--- src/rtl/decoder_pkg.sv ---
// Shared types and constants for the registered one-hot decoder with scan mode.
package decoder_pkg;

    // Operating state of the decoder controller.
    typedef enum logic [1:0] {
        IDLE   = 2'd0,
        DIRECT = 2'd1,
        SCAN   = 2'd2
    } state_e;

    // Encoding of the mode input.
    localparam logic MODE_DIRECT = 1'b0;
    localparam logic MODE_SCAN   = 1'b1;

endpackage

--- src/rtl/decoder_scan_onehot_dec.sv ---
// Combinational SEL_W -> 2**SEL_W one-hot decoder with an enable that forces all-zero.
module onehot_dec #(
    parameter int SEL_W = 2
) (
    input  logic                  en_i,
    input  logic [SEL_W-1:0]      sel_i,
    output logic [2**SEL_W-1:0]   y_o
);

    // Drive exactly one line high for the selected index, or none when disabled.
    always_comb begin
        y_o = '0;
        if (en_i) begin
            y_o[sel_i] = 1'b1;
        end
    end

endmodule

--- src/rtl/decoder_scan.sv ---
// Registered one-hot decoder with DIRECT (handshaked index) and SCAN (auto-cycling
// with programmable dwell) modes. All outputs except sel_ready come from flops so
// downstream line enables never see decode glitches.
module decoder_scan
    import decoder_pkg::*;
#(
    parameter int SEL_W = 2,
    parameter int DWELL = 4,
    parameter int CNT_W = $clog2(DWELL + 1)
) (
    input  logic                  clk,
    input  logic                  rst,
    input  logic                  enable,
    input  logic                  mode,
    input  logic [SEL_W-1:0]      sel_in,
    input  logic                  sel_valid,
    output logic                  sel_ready,
    output logic [2**SEL_W-1:0]   y,
    output logic                  y_valid,
    output logic                  scan_wrap
);

    localparam int                N          = 2**SEL_W;
    localparam logic [SEL_W-1:0]  IDX_LAST   = '1;
    localparam logic [CNT_W-1:0]  DWELL_LAST = CNT_W'(DWELL - 1);

    state_e              state_q, state_d;
    logic [SEL_W-1:0]    idx_q, idx_d;
    logic [CNT_W-1:0]    dwell_q, dwell_d;
    logic [N-1:0]        y_q, dec_y;
    logic                y_valid_q;
    logic                wrap_q, wrap_d;
    logic                accept;

    // Only accept an index once DIRECT is settled and the inputs still ask for DIRECT,
    // so a mode switch or enable drop on the same cycle never captures sel_in.
    always_comb begin
        sel_ready = enable && (mode == MODE_DIRECT) && (state_q == DIRECT);
        accept    = sel_ready && sel_valid;
    end

    // Next state follows enable/mode directly; index and dwell counter update per state.
    always_comb begin
        state_d = IDLE;
        if (enable) begin
            state_d = (mode == MODE_SCAN) ? SCAN : DIRECT;
        end

        idx_d   = idx_q;
        dwell_d = dwell_q;
        wrap_d  = 1'b0;

        case (state_d)
            IDLE: begin
                idx_d   = idx_q;
                dwell_d = dwell_q;
            end
            DIRECT: begin
                dwell_d = '0;
                if (accept) begin
                    idx_d = sel_in;
                end
            end
            SCAN: begin
                if (state_q != SCAN) begin
                    idx_d   = '0;
                    dwell_d = '0;
                end else if (dwell_q == DWELL_LAST) begin
                    dwell_d = '0;
                    idx_d   = idx_q + 1'b1;
                    wrap_d  = (idx_q == IDX_LAST);
                end else begin
                    dwell_d = dwell_q + 1'b1;
                end
            end
            default: begin
                idx_d   = idx_q;
                dwell_d = dwell_q;
            end
        endcase
    end

    // Decode the index that will be held next cycle; blank the lines when going idle.
    onehot_dec #(
        .SEL_W (SEL_W)
    ) u_dec (
        .en_i  (state_d != IDLE),
        .sel_i (idx_d),
        .y_o   (dec_y)
    );

    // Controller state and all registered outputs; reset overrides everything.
    always_ff @(posedge clk) begin
        if (rst) begin
            state_q   <= IDLE;
            idx_q     <= '0;
            dwell_q   <= '0;
            y_q       <= '0;
            y_valid_q <= 1'b0;
            wrap_q    <= 1'b0;
        end else begin
            state_q   <= state_d;
            idx_q     <= idx_d;
            dwell_q   <= dwell_d;
            y_q       <= dec_y;
            y_valid_q <= (state_d != IDLE);
            wrap_q    <= wrap_d;
        end
    end

    assign y         = y_q;
    assign y_valid   = y_valid_q;
    assign scan_wrap = wrap_q;

endmodule

--- config.mk ---
export PLATFORM = sky130hd
export DESIGN_NAME = decoder_scan
export DESIGN_NICKNAME = d
export VERILOG_FILES = /design/src/rtl/decoder_pkg.sv /design/src/rtl/decoder_scan_onehot_dec.sv /design/src/rtl/decoder_scan.sv
export SDC_FILE = /design/constraint.sdc
export NUM_CORES = 1
export LEC_CHECK = 0
export CAP_MARGIN = 15
export CORE_AREA = 3 3 40 42
export DETAILED_ROUTE_END_ITERATION = 8
export DIE_AREA = 0 0 43 45
export PLACE_DENSITY_LB_ADDON = 0.25
export SKIP_CTS_REPAIR_TIMING = 1
export SLEW_MARGIN = 25
export SYNTH_ARGS = -nofsm -noshare
export SYNTH_HDL_FRONTEND = slang
export SYNTH_SLANG_ARGS = --single-unit
--- constraint.sdc ---
create_clock -name clk -period 2.9 [get_ports clk]
set_input_delay 0.725 -clock clk [delete_from_list [all_inputs] [get_ports clk]]
set_output_delay 0.725 -clock clk [all_outputs]
set_load 0.03 [all_outputs]
; ---- Yosys cells after proc, flatten, opt, wreduce, memory -nomap -nowiden
; Index checks and enable logic that the tools add are counted.
[op_classes]
muxes = 11
eq_ne = 6
n_reduce_logical = 8
bitwise = 4
n_addsub = 2
magnitude_cmp = 2
[ops]
columns = cell, count
row1 = two-way mux 2 bit, 5
row2 = two-way mux 3 bit, 2
row3 = one-hot mux 3 bit (2 select lines), 1
row4 = == test 2 x 1 -> 1 bit (second input constant), 2
row5 = == test 2 bit (second input constant), 2
row6 = logical AND 1 bit, 4
row7 = NOT 1 bit, 4
row8 = one-hot mux 2 bit (2 select lines), 1
row9 = nonzero test 2 bit, 2
row10 = OR reduction 4 bit, 1
row11 = adder 3 x 1 -> 3 bit (second input constant), 1
row12 = == test 3 x 2 -> 1 bit (second input constant), 1
row13 = less-than comparator 2 x 3 -> 1 bit (second input constant), 1
row14 = adder 2 x 1 -> 2 bit (second input constant), 1
row15 = demux 1 bit (select 2 bit), 1
row16 = greater-or-equal comparator 2 x 1 -> 1 bit (second input constant), 1
row17 = != test 2 bit (second input constant), 1
row18 = OR reduction 2 bit, 1
row19 = two-way mux 1 bit, 1
[totals]
wordCells = 39
register_bits = 13

; ---- Logic depth before layout (Yosys ltp)
; Gate-level depths: netlist (run 1).
[logic_depth]
ltp_word = 10
mapped_depth = 5

; ---- By module
; Synthesis (run 1) repeated with hierarchy kept, for this count alone.
[hier_totals]
hier_cells = 57
area_unflattened_um2 = 566.8
[by_module_without_submodules]
columns = module, n_inst, cells_per_inst, seq_area_each_um2, area_per_inst_um2
row1 = decoder_scan, 1, 53, 260.2, 529.3
row2 = onehot_dec, 1, 4, 0.0, 37.5

; ---- Least setup slack after synthesis (run 1)
; OpenSTA, ideal clock, no wires.
[synth_timing]
path_type = input-to-output
start = in mode
end = out sel_ready
required_ns = 2.175
t_arrival_ns = 1.374
n_path_buf = 0
slack_ns = 0.801
stages = 2
path_cell_list = nand2b_2 -> nor3b_2
[synth_via]
elab_chain_cells = 3
[synth_lines]
columns = item, line_no
row1 = start: declaration, decoder_scan.sv:14  ; input logic mode,
row2 = NOT 1 bit, decoder_scan.sv:38  ; sel_ready = enable && (mode == MODE_DIRECT) && (state_q == DIRECT);
row3 = logical AND 1 bit (2 in a row), decoder_scan.sv:38
row4 = end: declaration, decoder_scan.sv:17  ; output logic sel_ready,
; No other way between the ends.

; ---- Worst setup path after layout (run 1)
[layout_timing]
start = in enable
end = out sel_ready
[layout_via]
elab_chain_cells = 2
[layout_lines]
columns = item, line_no
row1 = start: declaration, decoder_scan.sv:13  ; input logic enable,
row2 = logical AND 1 bit (2 in a row), decoder_scan.sv:38
; No other way between the ends.

==> flow_summary.ini, run 1 <==
[outcome]
status = complete, no violations

[synthesis]
ys_seq_area_frac = 0.472
ys_warn_count = 0
avgSynthCellArea_sq_um = 10.2
synth_cell_type_count = 26
syn_nets = 63
ys_ff_latch = 13
synthCells = 54
syn-cell-area_sq_um = 552

[critical_path]
cp.required_ns = 2.17
slowest_delay_ns = 0.63
arrival_ns = 1.86
r2r_end = y[2]
cp_slowest_cell = clkdlybuf4s50_1
crit_type = in -> out
cp_cell_sequence = clkdlybuf4s50_1 -> nand2b_2 -> nor3b_2 -> buf_4
reg2reg_slack_ns = 1.37
setup.worst_path.start_class = primary input
timing.rr.start = dwell_q[0]
cp_max_fo = 8
crit_path_end_kind = primary output
rr_worst_depth = 5

[global_route]
track_usage = 0.122
grt_pass1_wl_microns = 1760
grt_max_degree = 9
grt_pass1_vias = 425
antenna_found_initial = 0
grt-ovfl-total = 0

[drt]
drt_iter0_drc = 11
firstDrtPassIters = 4
ant_nets = 0
drt-wirelength-per-cell_microns = 11.6
finalWirelength_microns = 1000
drc = 0
via_count = 448
viasPerCell = 5.21

[floorplanning]
dieArea_sq_um = 1940
placementRows = 13
core_sq_um = 1280
dieWidth_microns = 43
die_y_microns = 45
initial_core_util = 0.429
pin_count = 14

[sta]
max_slew_margin = 0.728
min_period_over_period = 0.892
rsz0062_at_grt = false
hold_violations = 0
worst_slew_pin_slew_ns = 0.405
slew_violations = 0
clock_skew_ns = 0.00115
period_needed_ns = 2.59
setup_viol = 0
setup_tns_ns = 0
fmax_mhz = 387

[placed_design]
globalplace.congestion = 0.808
hpwl_microns = 789
port-buffer-count = 13

[clock_network]
clock_latency_ns = 0.27
htree_levels = 1
clk_path_buf_depth = 2
clock-sinks = 13
cts_root_buf = clkbuf_4
cts_tree = built
clk_pin_slew_ns = 0.08
cts_buffers = 3

[cells_and_area]
multiInputGateArea_sq_um = 277
fin_util = 0.564
nNetsFinal = 81
fillCellCount = 122
regArea_sq_um = 260
mostFrequentLayoutCell = dfxtp_1
final_cell_mix = 13 x dfxtp_1, 12 x clkdlybuf4s50_1, 5 x nor2_1
area_growth_pct = 31.3
diodes = 0
drive_above_1_share = 0.141

[pwr]
p_total_mw = 0.330
leakage_nw = 0.290
vdd_drop_max_mv = 0.220
power_density_nw_per_um2 = 456

[run]
cap_violations = 0

[hold_path]
hold_end = dwell_q[2]
hold_depth = 1
hold_path.class = reg -> reg
hold_start = dwell_q[2]
state kept, by name, indices dropped and copies added (netlist names):
name       cells
y              4
dwell_q        3
idx_q          2
state_q        2
scan_wrap      1
y_valid        1
critical path, delay by kind of cell:
| kind | cells | cell delay (ns) |
|---|---|---|
| buffers and inverters | 2 | 0.82 |
| AND/OR/NAND/NOR | 2 | 0.31 |
worst max path at each step:
stage	startpoint	endpoint	slack, ns	depth (start not counted)
final	enable	sel_ready	0.31	4
after global routing	enable	sel_ready	0.24	4
after CTS	enable	sel_ready	0.30	4
after detailed placement	enable	sel_ready	0.32	4
after global placement	enable	sel_ready	0.34	4
after floorplan	mode	sel_ready	0.80	2
synth_stat cells:
cell type	n	area share
and4_1	2	0.032
o21ai_0	2	0.018
a211oi_1	3	0.041
nand3b_1	1	0.014
mux2i_1	2	0.036
a31oi_1	1	0.011
inv_1	4	0.027
nor3_2	1	0.018
nor3_1	2	0.018
o31ai_2	1	0.023
nor3b_2	1	0.023
nand2b_2	1	0.016
o22ai_1	1	0.011
o22a_2	1	0.018
nand4b_2	1	0.027
and3b_1	1	0.016
a22oi_1	1	0.014
nand2b_1	1	0.011
and2_1	1	0.011
nor4_1	1	0.011
nor2_1	5	0.034
nor2b_1	1	0.011
a21oi_1	3	0.027
or2b_1	1	0.014
dfxtp_1	13	0.47
ha_1	2	0.045
final cells by class:
type                            instances  share of cell area
Tap cell                               15              0.0259
Clock buffer                            4              0.0363
Sequential cell                        13               0.359
Inverter                                4              0.0207
Timing Repair Buffer                   13               0.176
Multi-Input combinational cell         37               0.382
metrics by stage:
stage / instance area [sq um] / setup WS, ns / hold WS, ns / cells
finish: 724 / 0.315 / 0.529 / 86
global placement: 698 / 0.336 / 0.498 / 82
floorplan: 552 / 0.801 / 0.482 / 54
detailed placement: 698 / 0.318 / 0.512 / 82
global route: 724 / 0.242 / 0.547 / 86
CTS: 724 / 0.303 / 0.530 / 86
power breakdown:
| part | internal, mW | switching, mW |
|---|---|---|
| clock network | 0.0534 | 0.0585 |
| logic | 0.0168 | 0.0168 |
| registers | 0.182 | 0.00277 |
routing by layer:
layer / global-route usage / wire length, microns / vias up
li1: - / - / 235
met5: 0 / 0 / -
met4: 0.0723 / 19 / 0
met2: 0.201 / 447 / 16
met1: 0.148 / 465 / 194
met3: 0.0239 / 68 / 3
cells by family after synthesis:
logic type / after synthesis / share of synthesized area
mux: 2 / 0.0363
fa+ha+maj: 2 / 0.0453
buf+inv: 4 / 0.0272
simple gates: 20 / 0.256
flops: 13 / 0.472
compound gates: 13 / 0.163
No activity file was read; power rests on OpenSTA's default activity.
==> inputs of run 2 (changes only) <==
- GPL_TIMING_DRIVEN: default -> 0
- REMOVE_ABC_BUFFERS: default -> 1
==> run 2 against run 1 <==
Effect of this change:
- register-to-register slack hardly changed
- largest cell class unchanged
- maximum frequency decreased by 5.5%
- largest power group unchanged
- first-iteration DRC count down 45%
- clock skew increased by 0.0026 ns
- global-route usage up 1.0 points
- critical endpoint unchanged
==> flow_summary.ini, run 2 (same netlist as run 1, synthesis figures left out) <==
[floorplanning]
placementRows = 13
dieWidth_microns = 43
core_sq_um = 1280
pin_count = 14
dieArea_sq_um = 1940
die_y_microns = 45
initial_core_util = 0.429

[clock_network]
cts_buffers = 3
cts_root_buf = clkbuf_4
clock_latency_ns = 0.27
clk_path_buf_depth = 2
htree_levels = 1
clock-sinks = 13
cts_tree = built
clk_pin_slew_ns = 0.08

[cells_and_area]
mostFrequentLayoutCell = dfxtp_1
fin_area_sq_um = 729
diodes = 0
largest_reg_flops = 4
fin_cells = 86
fillCellCount = 129
final_cell_mix = 13 x dfxtp_1, 12 x clkdlybuf4s50_1, 5 x nor2_1
area_growth_pct = 32.2
nNetsFinal = 81
drive_above_1_share = 0.127
fin_util = 0.568

[global_route]
grt_max_degree = 9
track_usage = 0.132
grt-ovfl-total = 0
grt_pass1_vias = 457
antenna_found_initial = 0
grt_pass1_wl_microns = 1860

[sta]
worst_slew_pin_slew_ns = 0.383
hold_violations = 0
clock_skew_ns = 0.00380
setup_viol = 0
rsz0062_at_grt = false
min_period_over_period = 0.943
fmax_mhz = 366
slew_violations = 0
max_slew_margin = 0.744
period_needed_ns = 2.74

[pwr]
leakage_nw = 0.306
vdd_drop_max_mv = 0.207
power_density_nw_per_um2 = 452
p_total_mw = 0.330

[critical_path]
crit_type = in -> out
reg2reg_slack_ns = 1.38
crit_path_end_kind = primary output
cp_max_fo = 8
arrival_ns = 2.01
cp.required_ns = 2.17
setup.worst_path.start_class = primary input

[drt]
viasPerCell = 5.22
finalWirelength_microns = 1020
ant_nets = 0
drt_iter0_drc = 6
drc = 0
drt-wirelength-per-cell_microns = 11.8
firstDrtPassIters = 6
via_count = 449

[outcome]
status = complete, no violations

[placed_design]
dpl_cell_area_sq_um = 701
hpwl_microns = 750
port-buffer-count = 13
globalplace.congestion = 0.788
place_inst = 82

[hold_path]
hold_path.class = reg -> reg

[run]
cap_violations = 0
[run 2: cell count changes in the layout (fill, tap and decap cells not counted), sizes merged]
cell          before  now
buf                1    0
dlymetal6s2s       0    1
[run 2: cell type report]
class | count | area (sq um) | area share
clock buffer | 4 | 26.3 | 0.0360
sequential | 13 | 260 | 0.357
tap | 15 | 18.8 | 0.0257
timing repair buffer | 13 | 133 | 0.182
inverter | 4 | 15.0 | 0.0206
multi-input combinational | 37 | 277 | 0.379
[run 2: path summary, 6_finish.rpt]
kind / to / start / depth (start not counted)
max: sel_ready / enable / 4
max reg2reg: y[2] / dwell_q[0] / 5
min: idx_q[1] / idx_q[1] / 2
min reg2reg: idx_q[1] / idx_q[1] / 2
[run 2: critical path, cell delays in order]
cell	delay [ns]
clkdlybuf4s50_1	0.64
nand2b_2	0.13
nor3b_2	0.20
dlymetal6s2s_1	0.31
[run 2: routing by layer]
layer | GRT usage | part of all wire | vias to the layer above
li1 | - | - | 231
met5 | 0 | 0 | -
met2 | 0.207 | 0.42 | 18
met1 | 0.159 | 0.47 | 195
met3 | 0.0359 | 0.078 | 5
met4 | 0.0904 | 0.030 | 0
[run 2: report_power, final]
| group | switching [mW] | internal (mW) | total, mW |
|---|---|---|---|
| Clock | 0.0575 | 0.0533 | 0.111 |
| Combinational | 0.0172 | 0.0168 | 0.0340 |
| Sequential | 0.00261 | 0.182 | 0.185 |
| Total | 0.0773 | 0.252 | 0.330 |
[run 2: stage by stage]
stage          setup slack, ns  hold WS (ns)  TNS (ns)
6_report                 0.165         0.526         0
5_1_grt                 0.0699         0.565         0
4_1_cts                 -0.230         0.534    -0.230
3_5_place_dp            -0.216         0.514    -0.216
3_3_place_gp            -0.220         0.499    -0.220
2_1_floorplan            0.801         0.482         0
==> inputs of run 3 (changes only) <==
- ABC_CLOCK_PERIOD_IN_PS: default -> 2900
- HOLD_SLACK_MARGIN: default -> 0.15
==> results of run 3 <==
The final DEF is identical to that of run 2; final timing and power are the same.
